`src/rtl/key_sw_input_unit_if.sv`:
```
// Memory-mapped access bundle between the CPU MEM stage and the switch/key peripheral.
// The MEM stage is the master: it drives address and store data and receives read_data.
interface key_sw_input_unit_if #(
    parameter int XLEN = 32
) ();
    logic [XLEN-1:0] address;
    logic            write_enable;
    logic [XLEN-1:0] write_data;
    logic [XLEN-1:0] read_data;

    modport master (
        output address,
        output write_enable,
        output write_data,
        input  read_data
    );

    modport slave (
        input  address,
        input  write_enable,
        input  write_data,
        output read_data
    );
endinterface

```
`src/rtl/key_sw_input_unit.sv`:
```
// Switch and key input peripheral for the data-memory read path.
// Raw board inputs are synchronised, debounced bit by bit, and exposed through
// three word registers: SW level, KEY level and a sticky write-1-to-clear
// key-press capture register (KEYCAP).
module key_sw_input_unit #(
    parameter int XLEN            = 32,
    parameter int DEBOUNCE_CYCLES = 50000,
    parameter int CNT_W           = $clog2(DEBOUNCE_CYCLES)
) (
    input  logic                 clock,
    input  logic                 reset,
    input  logic [9:0]           SW,
    input  logic [3:0]           KEY,
    key_sw_input_unit_if.slave   bus,
    output logic [9:0]           sw_level,
    output logic [3:0]           key_level,
    output logic                 key_event
);

    localparam int NUM_IN = 14;

    localparam logic [XLEN-1:0] ADDR_SW     = XLEN'(32'h4000_0100);
    localparam logic [XLEN-1:0] ADDR_KEY    = XLEN'(32'h4000_0200);
    localparam logic [XLEN-1:0] ADDR_KEYCAP = XLEN'(32'h4000_0204);

    localparam logic [CNT_W-1:0] CNT_LAST = CNT_W'(DEBOUNCE_CYCLES - 1);

    // Inputs packed as {keys, switches}; keys are flipped so 1 means pressed.
    logic [NUM_IN-1:0] rawIn;
    logic [NUM_IN-1:0] meta_q;
    logic [NUM_IN-1:0] sync_q;

    logic [NUM_IN-1:0] level_q;
    logic [NUM_IN-1:0] level_d;
    logic [CNT_W-1:0]  cnt_q [NUM_IN];
    logic [CNT_W-1:0]  cnt_d [NUM_IN];

    logic [3:0] keycap_q;
    logic [3:0] keycap_d;
    logic [3:0] keyPress;
    logic [3:0] capClear;

    logic [XLEN-3:0] addrWord;
    logic            hitSw;
    logic            hitKey;
    logic            hitKeycap;

    logic unusedBits;

    assign rawIn = {~KEY, SW};

    // Two-flop synchroniser for every raw input bit; reset value means switch off, key released.
    always_ff @(posedge clock or posedge reset) begin
        if (reset) begin
            meta_q <= '0;
            sync_q <= '0;
        end else begin
            meta_q <= rawIn;
            sync_q <= meta_q;
        end
    end

    // Per-bit debounce: a new value is accepted only after it differs from the accepted state for DEBOUNCE_CYCLES evaluations in a row.
    always_comb begin
        level_d = level_q;
        for (int i = 0; i < NUM_IN; i++) begin
            cnt_d[i] = '0;
            if (sync_q[i] != level_q[i]) begin
                if (cnt_q[i] == CNT_LAST) begin
                    level_d[i] = sync_q[i];
                end else begin
                    cnt_d[i] = cnt_q[i] + CNT_W'(1);
                end
            end
        end
    end

    // Accepted levels and debounce counters; reset discards any count in progress.
    always_ff @(posedge clock or posedge reset) begin
        if (reset) begin
            level_q <= '0;
            for (int i = 0; i < NUM_IN; i++) begin
                cnt_q[i] <= '0;
            end
        end else begin
            level_q <= level_d;
            for (int i = 0; i < NUM_IN; i++) begin
                cnt_q[i] <= cnt_d[i];
            end
        end
    end

    // Word-granular address decode over the full address; the byte offset is ignored.
    assign addrWord  = bus.address[XLEN-1:2];
    assign hitSw     = (addrWord == ADDR_SW[XLEN-1:2]);
    assign hitKey    = (addrWord == ADDR_KEY[XLEN-1:2]);
    assign hitKeycap = (addrWord == ADDR_KEYCAP[XLEN-1:2]);

    // Capture next state: press edges set bits, W1C stores clear bits, and a set beats a clear on the same edge.
    always_comb begin
        keyPress = level_d[13:10] & ~level_q[13:10];
        capClear = 4'h0;
        if (bus.write_enable && hitKeycap) begin
            capClear = bus.write_data[3:0];
        end
        keycap_d = (keycap_q & ~capClear) | keyPress;
    end

    // Sticky key-press capture register polled by software.
    always_ff @(posedge clock or posedge reset) begin
        if (reset) begin
            keycap_q <= 4'h0;
        end else begin
            keycap_q <= keycap_d;
        end
    end

    // Combinational read mux so the MEM stage sees data in the same cycle; a same-cycle clear still reads the old capture value.
    always_comb begin
        bus.read_data = '0;
        if (hitSw) begin
            bus.read_data[9:0] = level_q[9:0];
        end else if (hitKey) begin
            bus.read_data[3:0] = level_q[13:10];
        end else if (hitKeycap) begin
            bus.read_data[3:0] = keycap_q;
        end
    end

    assign sw_level  = level_q[9:0];
    assign key_level = level_q[13:10];
    assign key_event = |keycap_q;

    // Store data above the capture field and the byte offset carry no meaning here.
    assign unusedBits = ^{bus.write_data[XLEN-1:4], bus.address[1:0]};

endmodule

```
`src/flat_wrapper.sv`:
```
// flat-port wrapper written by rule: the top's interface ports become plain ports
module key_sw_input_unit_flat 
#(
    parameter int XLEN            = 32,
    parameter int DEBOUNCE_CYCLES = 50000,
    parameter int CNT_W           = $clog2(DEBOUNCE_CYCLES)
)
  (clock, reset, SW, KEY, sw_level, key_level, key_event, bus_address, bus_write_enable, bus_write_data, bus_read_data);
  key_sw_input_unit_if #(.XLEN(XLEN)) bus_i ();
  input  logic clock;
  input  logic reset;
  input  logic [9:0] SW;
  input  logic [3:0] KEY;
  output logic [9:0] sw_level;
  output logic [3:0] key_level;
  output logic key_event;
  input wire logic [$bits(bus_i.address)-1:0] bus_address;
  input wire logic [$bits(bus_i.write_enable)-1:0] bus_write_enable;
  input wire logic [$bits(bus_i.write_data)-1:0] bus_write_data;
  output wire logic [$bits(bus_i.read_data)-1:0] bus_read_data;
  assign bus_i.address = bus_address;
  assign bus_i.write_enable = bus_write_enable;
  assign bus_i.write_data = bus_write_data;
  assign bus_read_data = bus_i.read_data;
  key_sw_input_unit #(.XLEN(XLEN), .DEBOUNCE_CYCLES(DEBOUNCE_CYCLES), .CNT_W(CNT_W)) u_core (.clock(clock), .reset(reset), .SW(SW), .KEY(KEY), .bus(bus_i), .sw_level(sw_level), .key_level(key_level), .key_event(key_event));
endmodule
```
`config.mk`:
```
export PLATFORM = sky130hd
export DESIGN_NAME = key_sw_input_unit_flat
export DESIGN_NICKNAME = d
export VERILOG_FILES = /design/src/rtl/key_sw_input_unit_if.sv /design/src/rtl/key_sw_input_unit.sv /design/src/flat_wrapper.sv
export SDC_FILE = /design/constraint.sdc
export NUM_CORES = 1
export LEC_CHECK = 0
export BUFFER_PORTS_ARGS = -buffer_cell sky130_fd_sc_hd__buf_2
export CORE_MARGIN = 4
export CORE_UTILIZATION = 30
export CTS_CLUSTER_DIAMETER = 150
export CTS_CLUSTER_SIZE = 20
export DETAILED_ROUTE_END_ITERATION = 10
export SETUP_SLACK_MARGIN = 0.15
export SYNTH_ARGS = -nofsm -noshare
export SYNTH_HDL_FRONTEND = slang
export SYNTH_SLANG_ARGS = --single-unit
```
`constraint.sdc`:
```
create_clock -name clock -period 7.9 [get_ports clock]
set_input_delay 0 -clock clock [delete_from_list [all_inputs] [get_ports clock]]
set_output_delay 0 -clock clock [all_outputs]
set_load 0.05 [all_outputs]
```
==> run summary <==
worst path bufs/invs: 0
gate count of the mapped netlist: 1294
sequential area share after synthesis: 51.77%
share of cells above drive strength 1: 9.319%
largest net degree at the start of global routing: 130
GRT Overall Usage: 10.81%
boundary pin count: 128
grt ovf: 0
drc violations: 0
Routed WL per cell: 12.69 µm
area grow syn2layout: 12.36%
post-CTS sizing: 0
CP cell instances: nor4b_1 -> nand3b_1 -> o41ai_4 -> nor2_1
Finish-stage setup viols: 0
ANT nets after route: 0
antenna violations before repair: 1
Skew-Pair Late Insertion Delay: 0.51 ns
vias in the first global route: 9154
TritonCTS buffer count: 17
Lkg Pwr: 5.914 nW
Max Cap Viol: 0
commonest non-fill, non-tap cell in the layout: dfrtp_1
cell count after placement: 1942
Critical-path top delay cell: o41ai_4
cell area power density: 164.1 nW/µm²
FF/Latch Area: 6756 µm²
critical path class: flop to flop
Root Driver: clkbuf_16
CP top delay family: compound AO/OA/AOI/OAI gates
Post-synth EDFFs: 0
Synth Area per Inst: 10.09 µm²
Worst Setup End Kind: flop
Max stage delay on crit path: 0.81 ns
Min-Delay Path Class: input pin to flop
Vias per Instance: 4.634
fin crit share: 26.10%
setup tns final: 0 ns
Startpoint Class: flop
core area: 43080 µm²
unrepaired setup endpoints after global routing: false
CP required: 8.26 ns
ys async rst share: 100.0%
chip width: 216.6 µm
via count: 9179
Synth cell types: 37
CTS tree: built
H-Tree Depth: 1
Slew HR: 39.18%
CTS Buffer Depth: 3
Final nets: 1490
IO buf count: 75
Top FF cell, synth: dfrtp_1
Setup Buffers After CTS: 0
crit path DAT: 2.42 ns
Final Hold Fails: 0
worst vdd ir: 93.93 µV
initial drt markers: 618
status: finished clean
Multi-input gate area: 5951 µm²
initial core utilization: 30.30%
Layout Cells excl Fill: 1981
most frequent cells in the layout: dfrtp_1, nor2_1, xnor2_1
Ys Warns: 0
max-slew violation count: 0
synthesized flop and latch total: 270
final critical-path required period: 2.062 ns
Worst Max-Slew Pin Slew: 0.9123 ns
routability cong.: 0.8071
Die ar.: 46900 µm²
Mapped Area: 13050 µm²
Final HPWL DP: 17340 µm
total clock sinks: 270
final wirelength: 25140 µm
Max Clk Rate: 0.4849 GHz
CP Max Fanout: 16
chip height: 216.6 µm
drt pass-1 iters: 5
Setup Skew: 0.01178 ns
clock-pin transition on the worst setup and hold timing paths: 0.08 ns
global-route wire length before repair: 43990 µm
Layout fillers: 4365
# rows: 76
## flip-flops by register name, summed over array words and instances, names as in the netlist
register and cells:
u_core.cnt_q 224, u_core.keycap_q 4, u_core.level_q 14, u_core.meta_q 14
u_core.sync_q 14
## path summary, 6_finish.rpt
kind | end | slack, ns | start | cells past startpoint
max in group asynchronous | u_core.cnt_q[84]$_DFF_PP0_ | 6.19 | reset | 4
worst min-delay path | u_core.keycap_q[3]$_DFF_PP0_ | 0.08 | bus_address[25] | 5
worst max register to register | u_core.cnt_q[73]$_DFF_PP0_ | 5.84 | u_core.cnt_q[68]$_DFF_PP0_ | 4
worst min register to register | u_core.sync_q[7]$_DFF_PP0_ | 0.35 | u_core.meta_q[7]$_DFF_PP0_ | 0
worst max-delay path | u_core.cnt_q[73]$_DFF_PP0_ | 5.84 | u_core.cnt_q[68]$_DFF_PP0_ | 4
min in group asynchronous | u_core.level_q[5]$_DFFE_PP0P_ | 0.21 | reset | 3
## cell type report
class | count | area share [%]
Inverter | 48 | 1.280
Antenna cell | 1 | 0.01707
Sequential cell | 270 | 46.08
Clock inverter | 2 | 0.1365
Multi-Input combinational cell | 961 | 40.58
Timing Repair Buffer | 97 | 4.011
Clock buffer | 17 | 2.901
Tap cell | 585 | 4.992
## where the power goes
group          internal, W  total [W]  switching, W
sequential         0.00141    0.00143     0.0000223
clock             0.000391   0.000846      0.000455
combinational    0.0000403   0.000132     0.0000917
total              0.00184    0.00241      0.000569
## metrics by stage
step	setup slack, ns	utilization, %	hold WS, ns	total power (W)	area, µm²
finish	5.838	34.04	0.08347	0.002406	14660
global placement	5.821	32.56	0.1073	0.001582	14020
global route	5.635	34.03	0.08049	0.002534	14660
CTS	5.784	34.03	0.05722	0.002466	14660
detailed placement	5.800	32.56	0.1093	0.001584	14020
floorplan	0.4613	-	0.03143	0.001556	13130
## Yosys cell counts, types with 5 or more instances
master      n  share of area (%)
nor2b_1     6               0.29
nand4_1    62                3.0
nand2_1    70                2.0
nand3b_1    5               0.29
xnor2_1   162                 11
and2_1      8               0.38
mux2_2     14                1.2
dfrtp_1   270                 52
nor4bb_1    6               0.46
o41ai_4     9                1.9
a21oi_1     5               0.19
or3_1       7               0.34
nor3_1     59                2.3
inv_1      48                1.4
buf_4      29                1.7
nand3_1    78                3.0
nor4b_1    12               0.81
or4_1       5               0.29
and3_1     12               0.58
nor2_1    260                7.5
ha_1       14                1.3
nor4_1     72                3.5
xor2_1     44                3.0
## worst reg2reg max path, cell delays in order (launching register included)
cell and delay, ns:
dfrtp_1 0.45, nor4b_1 0.34, nand3b_1 0.19, o41ai_4 0.81
nor2_1 0.12
## cell families (layout without fill, tap and decap cells)
group                      after synthesis  count (layout)  share of synthesized area, %
buffers and inverters                   84             164                         3.279
and+or+nand+nor                        675             675                         25.46
adders and majority gates               14              14                         1.342
other                                    1              23                       0.02874
AOI/OAI and AO/OA                       30              30                         3.087
xor gates and xnor gates               206             206                         13.83
DFF                                    270             270                         51.77
muxes                                   14              14                         1.208
## what timing repair did
item,4_1_cts,5_1_grt
hold buffers,19,0
hold endpoints to repair,145,0
setup endpoints to repair,0,0
## metal layers
metal	vias up	part of all wire (%)	GRT usage [%]
li1	4619	-	-
met1	4434	48	14.91
met2	100	47	18.17
met3	26	2.8	1.248
met4	0	2.0	2.838
met5	-	0	0
No activity file was read; power rests on OpenSTA's default activity.
